===== src/rtl/spi_cmd_pkg.sv =====
// Shared types and limits for the host-side SPI command master.
package spi_cmd_pkg;

  localparam int SPI_MIN_CLK_DIV  = 2;
  localparam int LATCH_MIN_CYCLES = 3;

  typedef enum logic [2:0] {
    IDLE  = 3'd0,
    SETUP = 3'd1,
    SHIFT = 3'd2,
    HOLD  = 3'd3,
    LATCH = 3'd4,
    GAP   = 3'd5
  } spi_state_e;

endpackage


===== src/rtl/spi_half_period_tick.sv =====
// Half-period timebase: pulses tick on the last clock of every CLK_DIV-clock window.
module spi_half_period_tick
  import spi_cmd_pkg::*;
#(
  parameter int CLK_DIV = 4
) (
  input  logic clock,
  input  logic reset_n,
  input  logic clear,
  output logic tick
);

  localparam int DIV_W = (CLK_DIV > 1) ? $clog2(CLK_DIV) : 1;
  localparam logic [DIV_W-1:0] DIV_LAST = DIV_W'(CLK_DIV - 32'sd1);
  localparam logic [DIV_W-1:0] DIV_ONE  = DIV_W'(1'b1);

  if (CLK_DIV < SPI_MIN_CLK_DIV) begin : g_div_check
    $error("spi_half_period_tick: CLK_DIV must be at least %0d", SPI_MIN_CLK_DIV);
  end

  logic [DIV_W-1:0] div_cnt_r;

  // Divider counter; clear holds it at zero so a fresh window starts on release.
  always_ff @(posedge clock) begin
    if (!reset_n) begin
      div_cnt_r <= {DIV_W{1'b0}};
    end else if (clear) begin
      div_cnt_r <= {DIV_W{1'b0}};
    end else if (div_cnt_r == DIV_LAST) begin
      div_cnt_r <= {DIV_W{1'b0}};
    end else begin
      div_cnt_r <= div_cnt_r + DIV_ONE;
    end
  end

  assign tick = !clear && (div_cnt_r == DIV_LAST);

endmodule


===== src/rtl/spi_cmd_master.sv =====
// SPI mode-0 command master: one DATA_WIDTH-bit frame per accepted word,
// full-duplex capture on miso, optional latch_data strobe after the frame.
module spi_cmd_master
  import spi_cmd_pkg::*;
#(
  parameter int DATA_WIDTH   = 32,
  parameter int CLK_DIV      = 4,
  parameter int LATCH_CYCLES = 4
) (
  input  logic                  clock,
  input  logic                  reset_n,
  input  logic                  cmd_valid,
  output logic                  cmd_ready,
  input  logic [DATA_WIDTH-1:0] cmd_data,
  input  logic                  cmd_latch,
  output logic                  rsp_valid,
  output logic [DATA_WIDTH-1:0] rsp_data,
  output logic                  busy,
  output logic                  sclk,
  output logic                  mosi,
  output logic                  ss_n,
  input  logic                  miso,
  output logic                  latch_data
);

  localparam int BIT_CNT_W = $clog2(DATA_WIDTH) + 1;
  localparam logic [BIT_CNT_W-1:0] BIT_LAST   = BIT_CNT_W'(DATA_WIDTH - 32'sd1);
  localparam logic [BIT_CNT_W-1:0] LATCH_LAST = BIT_CNT_W'(LATCH_CYCLES - 32'sd1);
  localparam logic [BIT_CNT_W-1:0] CNT_ONE    = BIT_CNT_W'(1'b1);
  localparam logic [BIT_CNT_W-1:0] CNT_ZERO   = {BIT_CNT_W{1'b0}};

  if (CLK_DIV < SPI_MIN_CLK_DIV) begin : g_div_check
    $error("spi_cmd_master: CLK_DIV must be at least %0d", SPI_MIN_CLK_DIV);
  end
  if (LATCH_CYCLES < LATCH_MIN_CYCLES) begin : g_latch_check
    $error("spi_cmd_master: LATCH_CYCLES must be at least %0d", LATCH_MIN_CYCLES);
  end
  // The latch strobe reuses the bit counter, so it must fit in that range.
  if (LATCH_CYCLES > (2 ** BIT_CNT_W)) begin : g_latch_range_check
    $error("spi_cmd_master: LATCH_CYCLES exceeds bit counter range");
  end

  spi_state_e state_r;
  spi_state_e state_nxt_s;

  logic                  tick_s;
  logic                  div_clear_s;
  logic                  last_bit_s;
  logic                  latch_done_s;

  logic [DATA_WIDTH-1:0] tx_r, tx_nxt_s;
  logic [DATA_WIDTH-1:0] rx_r, rx_nxt_s;
  logic [DATA_WIDTH-1:0] rsp_data_r, rsp_data_nxt_s;
  logic [BIT_CNT_W-1:0]  bit_cnt_r, bit_cnt_nxt_s;
  logic                  latch_flag_r, latch_flag_nxt_s;
  logic                  sclk_r, sclk_nxt_s;
  logic                  mosi_r, mosi_nxt_s;
  logic                  ss_n_r, ss_n_nxt_s;
  logic                  busy_r, busy_nxt_s;
  logic                  rsp_valid_r, rsp_valid_nxt_s;
  logic                  latch_data_r, latch_data_nxt_s;

  // The timebase is parked while idle and during the strobe so SETUP and GAP start on a fresh window.
  assign div_clear_s  = (state_r == IDLE) || (state_r == LATCH);
  assign last_bit_s   = (bit_cnt_r == BIT_LAST);
  assign latch_done_s = (bit_cnt_r == LATCH_LAST);

  spi_half_period_tick #(
    .CLK_DIV (CLK_DIV)
  ) u_tick (
    .clock   (clock),
    .reset_n (reset_n),
    .clear   (div_clear_s),
    .tick    (tick_s)
  );

  // State register.
  always_ff @(posedge clock) begin
    if (!reset_n) begin
      state_r <= IDLE;
    end else begin
      state_r <= state_nxt_s;
    end
  end

  // Next-state logic.
  always_comb begin
    state_nxt_s = state_r;
    case (state_r)
      IDLE: begin
        if (cmd_valid) state_nxt_s = SETUP;
        else           state_nxt_s = IDLE;
      end
      SETUP: begin
        if (tick_s) state_nxt_s = SHIFT;
        else        state_nxt_s = SETUP;
      end
      SHIFT: begin
        if (tick_s && !sclk_r && last_bit_s) state_nxt_s = HOLD;
        else                                 state_nxt_s = SHIFT;
      end
      HOLD: begin
        if (tick_s && latch_flag_r) state_nxt_s = LATCH;
        else if (tick_s)            state_nxt_s = GAP;
        else                        state_nxt_s = HOLD;
      end
      LATCH: begin
        if (latch_done_s) state_nxt_s = GAP;
        else              state_nxt_s = LATCH;
      end
      GAP: begin
        if (tick_s) state_nxt_s = IDLE;
        else        state_nxt_s = GAP;
      end
      default: state_nxt_s = IDLE;
    endcase
  end

  // Next values for the shift registers and the registered SPI/handshake outputs.
  always_comb begin
    tx_nxt_s         = tx_r;
    rx_nxt_s         = rx_r;
    rsp_data_nxt_s   = rsp_data_r;
    bit_cnt_nxt_s    = bit_cnt_r;
    latch_flag_nxt_s = latch_flag_r;
    sclk_nxt_s       = sclk_r;
    mosi_nxt_s       = mosi_r;
    ss_n_nxt_s       = ss_n_r;
    busy_nxt_s       = busy_r;
    rsp_valid_nxt_s  = 1'b0;
    latch_data_nxt_s = latch_data_r;
    case (state_r)
      IDLE: begin
        if (cmd_valid) begin
          tx_nxt_s         = cmd_data;
          rx_nxt_s         = {DATA_WIDTH{1'b0}};
          latch_flag_nxt_s = cmd_latch;
          bit_cnt_nxt_s    = CNT_ZERO;
          ss_n_nxt_s       = 1'b0;
          mosi_nxt_s       = cmd_data[DATA_WIDTH-1];
          busy_nxt_s       = 1'b1;
        end else begin
          ss_n_nxt_s = 1'b1;
          sclk_nxt_s = 1'b0;
          mosi_nxt_s = 1'b0;
        end
      end
      SETUP: begin
        if (tick_s) sclk_nxt_s = 1'b1;
        else        sclk_nxt_s = 1'b0;
      end
      SHIFT: begin
        if (tick_s) begin
          if (sclk_r) begin
            // Falling edge: capture miso late in the bit, then present the next mosi bit.
            sclk_nxt_s = 1'b0;
            rx_nxt_s   = {rx_r[DATA_WIDTH-2:0], miso};
            tx_nxt_s   = {tx_r[DATA_WIDTH-2:0], 1'b0};
            mosi_nxt_s = tx_r[DATA_WIDTH-2];
          end else if (last_bit_s) begin
            sclk_nxt_s = 1'b0;
          end else begin
            sclk_nxt_s    = 1'b1;
            bit_cnt_nxt_s = bit_cnt_r + CNT_ONE;
          end
        end else begin
          sclk_nxt_s = sclk_r;
        end
      end
      HOLD: begin
        if (tick_s) begin
          ss_n_nxt_s      = 1'b1;
          mosi_nxt_s      = 1'b0;
          rsp_data_nxt_s  = rx_r;
          rsp_valid_nxt_s = 1'b1;
          bit_cnt_nxt_s   = CNT_ZERO;
          if (latch_flag_r) latch_data_nxt_s = 1'b1;
          else              latch_data_nxt_s = 1'b0;
        end else begin
          ss_n_nxt_s = 1'b0;
        end
      end
      LATCH: begin
        if (latch_done_s) begin
          latch_data_nxt_s = 1'b0;
        end else begin
          latch_data_nxt_s = 1'b1;
          bit_cnt_nxt_s    = bit_cnt_r + CNT_ONE;
        end
      end
      GAP: begin
        if (tick_s) busy_nxt_s = 1'b0;
        else        busy_nxt_s = 1'b1;
      end
      default: begin
        ss_n_nxt_s       = 1'b1;
        sclk_nxt_s       = 1'b0;
        mosi_nxt_s       = 1'b0;
        busy_nxt_s       = 1'b0;
        latch_data_nxt_s = 1'b0;
      end
    endcase
  end

  // Datapath and output registers.
  always_ff @(posedge clock) begin
    if (!reset_n) begin
      tx_r         <= {DATA_WIDTH{1'b0}};
      rx_r         <= {DATA_WIDTH{1'b0}};
      rsp_data_r   <= {DATA_WIDTH{1'b0}};
      bit_cnt_r    <= CNT_ZERO;
      latch_flag_r <= 1'b0;
      sclk_r       <= 1'b0;
      mosi_r       <= 1'b0;
      ss_n_r       <= 1'b1;
      busy_r       <= 1'b0;
      rsp_valid_r  <= 1'b0;
      latch_data_r <= 1'b0;
    end else begin
      tx_r         <= tx_nxt_s;
      rx_r         <= rx_nxt_s;
      rsp_data_r   <= rsp_data_nxt_s;
      bit_cnt_r    <= bit_cnt_nxt_s;
      latch_flag_r <= latch_flag_nxt_s;
      sclk_r       <= sclk_nxt_s;
      mosi_r       <= mosi_nxt_s;
      ss_n_r       <= ss_n_nxt_s;
      busy_r       <= busy_nxt_s;
      rsp_valid_r  <= rsp_valid_nxt_s;
      latch_data_r <= latch_data_nxt_s;
    end
  end

  assign cmd_ready  = (state_r == IDLE);
  assign rsp_valid  = rsp_valid_r;
  assign rsp_data   = rsp_data_r;
  assign busy       = busy_r;
  assign sclk       = sclk_r;
  assign mosi       = mosi_r;
  assign ss_n       = ss_n_r;
  assign latch_data = latch_data_r;

endmodule

===== config.mk =====
export PLATFORM = sky130hd
export DESIGN_NAME = spi_cmd_master
export DESIGN_NICKNAME = d
export VERILOG_FILES = /design/src/rtl/spi_cmd_pkg.sv /design/src/rtl/spi_half_period_tick.sv /design/src/rtl/spi_cmd_master.sv
export SDC_FILE = /design/constraint.sdc
export NUM_CORES = 1
export LEC_CHECK = 0
export ABC_AREA = 1
export CAP_MARGIN = 10
export CORE_MARGIN = 4
export CORE_UTILIZATION = 30
export CTS_BUF_LIST = sky130_fd_sc_hd__clkbuf_2 sky130_fd_sc_hd__clkbuf_4 sky130_fd_sc_hd__clkbuf_8
export CTS_CLUSTER_SIZE = 10
export DETAILED_ROUTE_END_ITERATION = 10
export SLEW_MARGIN = 30
export SYNTH_ARGS = -nofsm -noshare
export SYNTH_HDL_FRONTEND = slang
export SYNTH_SLANG_ARGS = --single-unit

===== constraint.sdc =====
create_clock -name clock -period 1.4 [get_ports clock]
set_input_delay 0.42 -clock clock [delete_from_list [all_inputs] [get_ports clock]]
set_output_delay 0.42 -clock clock [all_outputs]
set_load 0.005 [all_outputs]

==> impl_metrics.py <==
metrics = {
    "run_status": {
        "status": "complete, but fails checks",
        "violations": "negative setup slack",
    },
    "routing": {
        "drcViolationCount": 0,
        "first_pass_iters": 4,
        "wl_per_cell_um": 14.3,
        "ant_nets": 0,
        "initialDrtViolationCount": 276,
        "drt-total-wl_mm": 14.7,
        "vias": 4897,
        "viasPerCell": 4.75,
    },
    "hold_path": {
        "hold_path_end": "bit_cnt_r[5]",
        "min_path_cells": 4,
        "worstHoldStart": "reset_n",
        "hold_path.class": "primary input to register",
    },
    "sta": {
        "max_freq_mhz": 625,
        "hold_viol": 0,
        "clock_skew_ns": 0.00910,
        "finalSetupViolCount": 73,
        "min_period_over_period_pct": 114,
        "slew-limit-headroom_pct": 78.5,
        "worst_pin_slew_ns": 0.322,
        "timing.final.ws_setup_ns": -0.199,
        "period_needed_ns": 1.60,
        "drv_slew": 0,
        "rsz0062_at_grt": "true",
    },
    "placement": {
        "pre_cts_ws_ns": -0.417,
        "dpl.hpwl_mm": 8.06,
        "port_buffers": 75,
        "gp_congestion": 0.867,
        "dpl_cell_area_sq_um": 6020,
    },
    "grt": {
        "overflow": 0,
        "antenna_found_initial": 0,
        "grt_pass1_vias": 4601,
        "grt_usage_pct": 15.5,
        "grt_first_pass_wirelength_mm": 22.7,
        "grt_max_degree": 44,
    },
    "die": {
        "std_cell_rows": 45,
        "io_pins": 76,
        "die_h_um": 134,
        "die-area_sq_um": 17900,
        "initial_utilization_pct": 31.0,
        "die_x_um": 134,
        "core_area_sq_um": 15400,
    },
    "clock_network": {
        "clockBufferDepth": 2,
        "htree_levels": 4,
        "cts_tree": "yes",
        "clock-root-buffer": "clkbuf_8",
        "worst_setup_hold_path_clk_slew_ns": 0.07,
        "clock_sinks": 113,
        "clkLatencyLatePin_ns": 0.43,
        "holdBufCountCts": 0,
        "numCtsBuffers": 17,
    },
    "yosys": {
        "synth.top_cell.area_share_pct": 47.5,
        "seq_area_frac_synth_pct": 47.5,
        "synth_area_sq_um": 4760,
        "synthDistinctLibCells": 27,
        "avgSynthCellArea_sq_um": 7.05,
        "yosys_warnings": 0,
        "synth_seq_cells": 113,
        "synth_top_area_cell": "dfxtp_1",
        "ys_top_cells_by_area": "dfxtp_1 48%, nand2_1 12%, nor2_1 11%",
        "synth_nets": 714,
        "synthCells": 675,
    },
    "pwr": {
        "intPower_mw": 5.68,
        "power_leakage_nw": 3.26,
        "total_power_mw": 7.58,
        "power.density_nw_per_um2": 990,
        "power_switching_share_pct": 25.1,
        "sequentialPowerShare_pct": 45.0,
        "p_switching_mw": 1.90,
        "comb_power_share_pct": 14.7,
        "ir_drop_v": 0.000584,
        "clockPowerShare_pct": 40.3,
    },
    "worst_setup_path": {
        "critPathLaunch": "state_r[0]",
        "crit_type": "register to register",
        "rr_worst_depth": 8,
        "worst_path_largest_cell_delay_ns": 0.34,
        "critPathCaptureType": "register",
        "cpLargestDelayFamily": "simple AND/OR/NAND/NOR gates",
        "reg2reg_setup_slack_ns": -0.20,
        "critical_path.max_fanout": 6,
        "crit_slowest_cell": "dfxtp_2",
        "path_buf_inv": 3,
        "crit_chain": "buf_6, nor2_4, o21ai_2, nand3b_4, buf_12, clkbuf_16, nand2_1, a21oi_2",
        "cp-start-kind": "register",
        "required_ns": 1.71,
        "r2r-end": "rx_r[25]",
        "arrival_ns": 1.91,
        "timing.rr.start": "state_r[0]",
    },
    "cells_and_area": {
        "design_area_sq_um": 7660,
        "final_common_cell": "nand2_1",
        "n_fill_cell": 1420,
        "num-nets-final": 850,
        "final_cell_mix": "126 x nand2_1, 102 x nor2_1, 69 x dfxtp_1",
        "drive_gt1_share_pct": 41.8,
        "syn_to_final_growth_pct": 60.9,
        "diodes": 0,
    },
    "run": {
        "maxCapViolations": 0,
    },
}
[through the flow]
stage	hold WS (ns)	cells	util [%]	TNS [ns]
floorplan	0.398	675	-	0
global placement	0.412	967	39.2	-23.78
detailed placement	0.419	967	39.2	-26.43
CTS	0.415	1022	45.5	-8.30
global route	0.443	1032	49.8	-17.85
finish	0.450	1032	49.8	-12.00
[cell families (layout without fill, tap and decap cells)]
group                    count (synthesis)  in the layout  share of synthesized area [%]
buffers and inverters                   73            218                           7.04
flip-flops                             113            113                           47.5
AND/OR/NAND/NOR                        359            360                           31.2
adder cells (fa/ha/maj)                  2              2                          0.526
AO/OA/AOI/OAI                          128            128                           13.7
[metal layers]
metal	track usage, %	part of all wire [%]	vias to the layer above
met4	6.86	1.9	0
met1	19.9	46	2324
li1	-	-	2466
met3	3.64	3.3	19
met2	24.8	49	88
met5	0	0	-
[registers in the layout (all words and copies together) (netlist names), 2 cells and up]
register and count:
rsp_data 32, rx_r 32, tx_r 31, bit_cnt_r 6
state_r 3, u_tick.div_cnt_r 2
[cell usage after synthesis]
cell type  count
a21oi_1       48
nand3_1       41
nand2_2        1
buf_4         11
o211ai_1       1
buf_6          1
nand3_2        4
nand4_1        7
inv_1         24
clkinv_1       1
nor3_1         4
inv_2          5
a22oi_1        1
nor2_2         1
nor2_4         2
nand3b_1       1
clkbuf_1      21
buf_2         10
a221oi_1       1
o21ai_0       71
nand2_1      157
o21ai_1        5
nand3b_4       1
dfxtp_1      113
nor2_1       140
o31ai_1        1
ha_1           2
[final cells by class]
class	count	area, sq um	area share [%]
well taps	211	264	3.45
inverters	30	148	1.93
flip-flops and latches	113	2320	30.3
clock inverters	6	80.1	1.05
clock buffers	23	310	4.05
multi-input cells	490	2890	37.7
repair buffers	159	1650	21.6
[what timing repair did]
action	CTS	global route
setup buffers	19	8
gates cloned	7	7
setup endpoints to repair	147	124
pin swaps	24	44
gates resized for setup	301	158
[power by group through the flow]
stage	logic [mW]	registers (mW)	clock network (mW)
2_1_floorplan	0.418	3.45	0
3_3_place_gp	0.728	3.46	0
3_5_place_dp	0.729	3.46	0
4_1_cts	0.889	3.40	3.13
5_1_grt	1.20	3.43	3.26
6_report	1.11	3.42	3.05
[worst register-to-register path, delay by kind of cell (launching register included)]
kind | cells | cell delay, ns
AO/OA/AOI/OAI | 2 | 0.14
buffers and inverters | 3 | 0.46
flip-flops | 1 | 0.34
AND/OR/NAND/NOR | 3 | 0.54
[worst max-delay path by stage]
| stage | depth (start not counted) | endpoint | slack [ns] |
|---|---|---|---|
| after floorplan | 8 | rx_r[0] | 0.01 |
| after global placement | 7 | tx_r[29] | -0.38 |
| after detailed placement | 8 | rx_r[20] | -0.42 |
| after CTS | 8 | rx_r[6] | -0.16 |
| after global routing | 9 | tx_r[14] | -0.27 |
| final | 8 | rx_r[25] | -0.20 |
(Power assumes the default switching activity.)
